<file path="src/rtl/instr_fetch_unit.sv">
`default_nettype none
// ============================================================================
// Module      : instr_fetch_unit
// Description : Multi-cycle instruction fetch stage. Holds the PC, fetches
//               words over a req/ack handshake, presents them to decode and
//               computes branch / jump / register-jump redirect targets.
// Revision    : 1.0 - initial release
// ============================================================================
module instr_fetch_unit #(
  parameter logic [31:0] RESET_PC = 32'h0000_0000
) (
  input  logic        clk,
  input  logic        rst,
  input  logic        stall,
  input  logic [1:0]  redirect_type,
  input  logic        branch_taken,
  input  logic [31:0] imm_ext,
  input  logic [31:0] reg_target,
  output logic [31:0] imem_addr,
  output logic        imem_req,
  input  logic        imem_ack,
  input  logic [31:0] imem_rdata,
  output logic [31:0] instr,
  output logic [31:0] pc_out,
  output logic [31:0] pc_plus4,
  output logic        instr_valid,
  output logic        addr_err
);

  localparam logic [1:0] S_IDLE  = 2'd0;
  localparam logic [1:0] S_FETCH = 2'd1;
  localparam logic [1:0] S_ISSUE = 2'd2;

  localparam logic [1:0] RT_NONE   = 2'd0;
  localparam logic [1:0] RT_BRANCH = 2'd1;
  localparam logic [1:0] RT_JUMP   = 2'd2;
  localparam logic [1:0] RT_REG    = 2'd3;

  logic [1:0]  state;
  logic [1:0]  state_next;

  logic        fetch_done;
  logic        consume;
  logic [31:0] branch_offset;
  logic [31:0] jump_target;
  logic [31:0] reg_aligned;
  logic        reg_misaligned;
  logic [31:0] target;

  logic [31:0] imem_addr_d;
  logic        imem_req_d;
  logic [31:0] instr_d;
  logic [31:0] pc_out_d;
  logic        instr_valid_d;
  logic        addr_err_d;

  assign pc_plus4 = pc_out + 32'd4;

  // Ack only counts while a request is outstanding; FETCH always has req high.
  assign fetch_done = (state == S_FETCH) && imem_req && imem_ack;
  assign consume    = (state == S_ISSUE) && !stall;

  // Redirect target candidates; the branch shift drops bits above bit 31.
  assign branch_offset  = imm_ext << 2;
  assign jump_target    = {pc_plus4[31:28], imm_ext[25:0], 2'b00};
  assign reg_aligned    = {reg_target[31:2], 2'b00};
  assign reg_misaligned = (reg_target[1:0] != 2'b00);

  // Select the next fetch address from the redirect request.
  always_comb begin
    target = pc_plus4;
    case (redirect_type)
      RT_NONE:   target = pc_plus4;
      RT_BRANCH: target = branch_taken ? (pc_plus4 + branch_offset) : pc_plus4;
      RT_JUMP:   target = jump_target;
      RT_REG:    target = reg_aligned;
      default:   target = pc_plus4;
    endcase
  end

  // State register.
  always_ff @(posedge clk) begin
    if (rst) begin
      state <= S_IDLE;
    end else begin
      state <= state_next;
    end
  end

  // Next-state logic.
  always_comb begin
    state_next = state;
    case (state)
      S_IDLE:  state_next = S_FETCH;
      S_FETCH: if (fetch_done) state_next = S_ISSUE;
      S_ISSUE: if (consume) state_next = S_FETCH;
      default: state_next = S_IDLE;
    endcase
  end

  // Next values of the registered outputs; everything holds unless an event fires.
  always_comb begin
    imem_addr_d   = imem_addr;
    imem_req_d    = imem_req;
    instr_d       = instr;
    pc_out_d      = pc_out;
    instr_valid_d = instr_valid;
    addr_err_d    = 1'b0;
    case (state)
      S_IDLE: begin
        imem_addr_d = RESET_PC;
        imem_req_d  = 1'b1;
      end
      S_FETCH: begin
        if (fetch_done) begin
          instr_d       = imem_rdata;
          pc_out_d      = imem_addr;
          instr_valid_d = 1'b1;
          imem_req_d    = 1'b0;
        end
      end
      S_ISSUE: begin
        if (consume) begin
          imem_addr_d   = target;
          imem_req_d    = 1'b1;
          instr_valid_d = 1'b0;
          addr_err_d    = (redirect_type == RT_REG) && reg_misaligned;
        end
      end
      default: begin
        imem_req_d = 1'b0;
      end
    endcase
  end

  // Output registers; reset discards any in-flight fetch or pending consume.
  always_ff @(posedge clk) begin
    if (rst) begin
      imem_addr   <= RESET_PC;
      imem_req    <= 1'b0;
      instr       <= 32'h0;
      pc_out      <= 32'h0;
      instr_valid <= 1'b0;
      addr_err    <= 1'b0;
    end else begin
      imem_addr   <= imem_addr_d;
      imem_req    <= imem_req_d;
      instr       <= instr_d;
      pc_out      <= pc_out_d;
      instr_valid <= instr_valid_d;
      addr_err    <= addr_err_d;
    end
  end

endmodule
`default_nettype wire

</file>
<file path="config.mk">
export PLATFORM = sky130hd
export DESIGN_NAME = instr_fetch_unit
export DESIGN_NICKNAME = d
export VERILOG_FILES = /design/src/rtl/instr_fetch_unit.sv
export SDC_FILE = /design/constraint.sdc
export NUM_CORES = 1
export LEC_CHECK = 0
export CAP_MARGIN = 20
export CORE_UTILIZATION = 30
export DETAILED_ROUTE_END_ITERATION = 8
export PLACE_DENSITY_LB_ADDON = 0.05
export SYNTH_ARGS = -nofsm -noshare
export SYNTH_HDL_FRONTEND = slang
export SYNTH_SLANG_ARGS = --single-unit
</file>
<file path="constraint.sdc">
create_clock -name clk -period 3.7 [get_ports clk]
set_input_delay 0.925 -clock clk [delete_from_list [all_inputs] [get_ports clk]]
set_output_delay 0.925 -clock clk [all_outputs]
set_load 0.01 [all_outputs]
</file>
After elaboration in Yosys (flattened, before gate mapping)
Index checks and enable logic that the tools add are counted.
{"block": "op_classes", "reduce_logical": 15, "add_sub_neg": 2, "eq_ne": 7, "n_bitwise": 2, "muxes": 13}
{"cell": "one-hot mux 32 bit (4 select lines)", "count": 1}
{"cell": "two-way mux 32 bit", "count": 2}
{"cell": "one-hot mux 32 bit (2 select lines)", "count": 1}
{"cell": "adder 32 x 3 -> 32 bit (second input constant)", "count": 1}
{"cell": "adder 32 bit", "count": 1}
{"cell": "== test 2 bit (second input constant)", "count": 3}
{"cell": "one-hot mux 2 bit (3 select lines)", "count": 1}
{"cell": "AND reduction 2 bit", "count": 3}
{"cell": "nonzero test 2 bit", "count": 3}
{"cell": "== test 2 x 1 -> 1 bit (second input constant)", "count": 2}
{"cell": "logical AND 1 bit", "count": 4}
{"cell": "zero test 2 bit", "count": 2}
{"cell": "two-way mux 1 bit", "count": 4}
{"cell": "two-way mux 2 bit", "count": 2}
{"cell": "!= test 2 bit (second input constant)", "count": 2}
{"cell": "one-hot mux 1 bit (3 select lines)", "count": 1}
{"cell": "AND reduction 3 bit", "count": 1}
{"cell": "OR reduction 3 bit", "count": 1}
{"cell": "NOT 1 bit", "count": 2}
{"cell": "one-hot mux 1 bit (2 select lines)", "count": 1}
{"cell": "zero test 1 bit", "count": 1}
{"block": "totals", "out_inout_bits": 131, "inputBits": 103, "reg_bits": 101, "wordCells": 46}

Depth between registers and ports, before layout
{"block": "depth", "depth_word": 6, "mapped_depth": 16, "depth_no_buf": 15}

Least setup slack after synthesis
OpenSTA, ideal clock, no wires.
{"block": "synth_timing", "path_type": "register -> register", "start": "register pc_out[2]", "end": "register imem_addr[29]", "arrival_time_ns": 3.510, "setup_slack_ns": 0.129, "path_buffers": 1, "required_ns": 3.638, "setup_ns": 0.062, "path_stages_with_launch": 16, "synth_period_minus_slack_ns": 3.571, "path_cell_list": "dfxtp_1 ha_1 and4_1 clkbuf_1 nand3_1 nor2_1 xor2_1 ha_1 nand4_1 inv_1 a221oi_2 o22a_1 o211a_1 o21ai_0 or4b_1 nand3_1"}
{"block": "synth_between", "elab_chain_len": 6}
{"item": "start, declared", "line_no": "24", "rtl": "output logic [31:0] pc_out,"}
{"item": "start signal, assigned", "line_no": "149", "rtl": "pc_out <= pc_out_d;"}
{"item": "adder 32 x 3 -> 32 bit", "line_no": "57", "rtl": "assign pc_plus4 = pc_out + 32'd4;"}
{"item": "via pc_plus4[20]", "line_no": "25", "rtl": "output logic [31:0] pc_plus4,"}
{"item": "adder 32 bit", "line_no": "74", "rtl": "RT_BRANCH: target = branch_taken ? (pc_plus4 + branch_offset) : pc_plus4;"}
{"item": "two-way mux 32 bit", "line_no": "74"}
{"item": "one-hot mux 32 bit (4 select lines)", "line_no": "72", "rtl": "case (redirect_type)"}
{"item": "two-way mux 32 bit", "line_no": "123", "rtl": "if (consume) begin"}
{"item": "one-hot mux 32 bit (2 select lines)", "line_no": "109", "rtl": "case (state)"}
{"item": "end signal, assigned", "line_no": "146", "rtl": "imem_addr <= imem_addr_d;"}
{"item": "end, declared", "line_no": "19", "rtl": "output logic [31:0] imem_addr,"}
The timed path passes the listed nets, and every way through them passes these cells. The select of a mux whose other input is x is not followed.
A chain may end at the register's enable or synchronous reset.

Worst setup path in the final report
{"block": "layout_timing", "start": "register pc_out[2]", "end": "output pc_plus4[26]"}
{"block": "layout_between", "elab_chain_len": 1}
{"item": "adder 32 x 3 -> 32 bit", "line_no": "57"}
{"item": "end, declared", "line_no": "25"}
No other way between the ends.

==> impl_metrics.ini <==
[run_status]
outcome = finished clean

[power_and_ir_drop]
p_leak_nw = 4.03
p_int_w = 0.00199
vdd_drop_max_v = 0.000254
power_density_nw_per_um2 = 263
power.share.clock_pct = 40.9
power_w = 0.00266
seqPwrFrac_pct = 41.8
p_comb_share_pct = 17.3
swShare_pct = 25.3
p_switching_w = 0.000673

[synth]
ys_ff_latch = 100
syn_avg_cell_area_um2 = 7.59
synthFlopType = dfxtp_1
syn_inst = 854
syn_nets = 994
synth_area_um2 = 6480
yosys.area.top_type = dfxtp_1
yosysWarningCount = 0
synth.distinct_cells = 74
yosysSeqAreaShare_pct = 30.9
ys_async_sr_fraction_pct = 0
yosysMostFrequentCell = nand2_1
synth_top_area_share_pct = 30.9
synth_commonest_cells = nand2_1 (186), a21oi_1 (114), dfxtp_1 (100)
ys_top_cells_by_area = dfxtp_1 (31%), nand2_1 (11%), a21oi_1 (8.8%), ha_1 (6.9%), xnor2_1 (3.5%)
synth_edf_count = 0

[floorplanning]
io_pins = 234
core_area_um2 = 21100
dieArea_um2 = 22200
die_w_um = 149
row_count = 53
die_h_um = 149
start_util_pct = 30.7

[route]
met3_length_um = 1300
ant_nets = 0
dr.pass1.iters = 4
drc = 0
dr_wl_met2_um = 11300
vias = 7176
drt-total-wl_um = 25700
drtIter0Drc = 421
drt-vias-per-instance = 5.05
wire_per_inst_um = 18.1
highest_layer = met4
met1_length_um = 12600

[global_routing]
antenna_found_initial = 0
grt_pass1_wl_um = 38600
grt_usage_pct = 22.7
grt_start_max_net_pins = 43
grt_overflow = 0
grt_pass1_vias = 6723

[setup_path]
crit_slowest_cell = clkdlybuf4s50_1
arrival_ns = 2.70
required_ns = 2.77
cp-start-kind = register
crit_top_cell = buf_4
path_max_fanout = 4
cp_cell_sequence = ha_1, and4_4, nand3_2, buf_4, buf_4, nor3_2, xor2_1, buf_4, clkdlybuf4s50_1
path_buf_inv = 4
critical_path_class = register to primary output
critical_path.top_delay_family = buffers and inverters
end_kind = primary output
cp_slowest_stage_delay_ns = 0.54

[layout]
drive_gt1_share_pct = 13.4
nets = 1283
post-route-util_pct = 47.9
n_antenna_cell = 0
syn_to_final_growth_pct = 55.8
n_fill_cell = 2171
instances_no_fill = 1422

[clock_tree]
clk_path_buf_depth = 2
cts.sinks = 100
clock-root-buffer = clkbuf_16
clkLatencyLatePin_ns = 0.35
htree_levels = 3
cts_buffers = 9
cts_tree = built
cts.clk_slew.worst_paths_ns = 0.07

[placement]
dp_cells = 1404
place.gp.congestion = 0.872
io_buffers = 231
hpwl_um = 20000

[sta]
fmax_mhz = 276
fin_crit_sh_pct = 97.9
worstMarginPinSlew_ns = 0.672
setup_viol = 0
slew_violations = 0
fin_worst_skew_ns = 0.00795
period_needed_ns = 3.62
relSlewSlack_pct = 54.9
finalHoldViolCount = 0

[min_path]
hold_class = register to register

[run]
max_cap_viol_count = 0
metal layers:
metal	GRT usage [%]	up-vias
li1	-	3620
met1	32.7	3317
met2	35.3	218
met3	3.33	21
met4	5.51	0
met5	0	-
sequential cells by signal, indices dropped and copies added, names as in the netlist:
register	flops
addr_err	1
imem_req	1
state	1
instr	32
instr_valid	1
pc_out	32
imem_addr	32
cells in the final DEF (no fill, tap or decap), types with 11 or more instances in the layout:
cell type | synthesis | final
inv_1 | 19 | 19
nor2_1 | 54 | 53
a21o_1 | 13 | 13
dfxtp_1 | 100 | 98
xor2_1 | 20 | 16
ha_1 | 36 | 36
xnor2_1 | 26 | 22
nand3_1 | 17 | 16
nand2_1 | 186 | 186
a21oi_1 | 114 | 113
clkdlybuf4s50_1 | 0 | 229
nor2b_1 | 11 | 11
o21ai_0 | 43 | 42
buf_4 | 2 | 97
cell type report:
type | count | area, um2 | share of cell area [%]
Clock buffer | 9 | 225 | 2.23
Clock inverter | 6 | 111 | 1.10
Inverter | 20 | 75.1 | 0.743
Multi-Input combinational cell | 684 | 4310 | 42.7
Sequential cell | 100 | 2000 | 19.8
Tap cell | 275 | 344 | 3.41
Timing Repair Buffer | 328 | 3030 | 30.0
repair_timing:
action	4_1_cts	5_1_grt
pin swaps	1	2
setup buffers	2	1
endpoints found under the setup margin	3	13
hold buffers	0	0
cloned	0	0
gates resized for setup	5	16
endpoints found under the hold margin	0	0
metrics by stage:
stage / hold slack [ns] / TNS, ns / worst slack (ns) / area (um2)
after CTS: 0.456 / 0 / 0.0196 / 10000
after global routing: 0.474 / -0.0902 / -0.0236 / 10100
after detailed placement: 0.446 / -0.00538 / -0.00538 / 9640
final: 0.453 / 0 / 0.0769 / 10100
after global placement: 0.441 / 0 / 0.0000913 / 9640
after floorplan: 0.481 / 0 / 0.129 / 6480
cells by family after synthesis:
| logic type | synth area share (%) |
|---|---|
| buf+inv | 4.19 |
| compound gates | 25.4 |
| xor+xnor | 6.22 |
| fa+ha+maj | 7.26 |
| simple gates | 23.0 |
| flops | 30.9 |
| mux | 3.09 |
worst register-to-register path, stage by stage, from the launching register on:
cell	delay, ns
dfxtp_1	0.33
and4_1	0.28
buf_4	0.16
nand3_1	0.12
xnor2_1	0.43
ha_1	0.34
a21oi_1	0.19
o21ai_0	0.18
a31oi_1	0.23
buf_4	0.16
a21oi_2	0.07
o311ai_4	0.27
a211oi_1	0.14
or4b_1	0.52
nand3_1	0.09
power by group through the flow:
stage / registers [W] / logic (W) / clock network, W
6_report: 0.00111 / 0.000460 / 0.00109
5_1_grt: 0.00111 / 0.000500 / 0.00116
4_1_cts: 0.00111 / 0.000461 / 0.00112
3_5_place_dp: 0.00114 / 0.000458 / 0
3_3_place_gp: 0.00114 / 0.000457 / 0
2_1_floorplan: 0.00115 / 0.000201 / 0
worst paths after layout:
path         startpoint       endpoint  slack, ns  cells after the start
max reg2reg  pc_out[10]  imem_addr[30]       0.14                     14
max           pc_out[2]   pc_plus4[26]       0.08                      9
min           instr[23]      instr[23]       0.45                      2
min reg2reg   instr[23]      instr[23]       0.45                      2
Power figures use the tool's default switching activity.
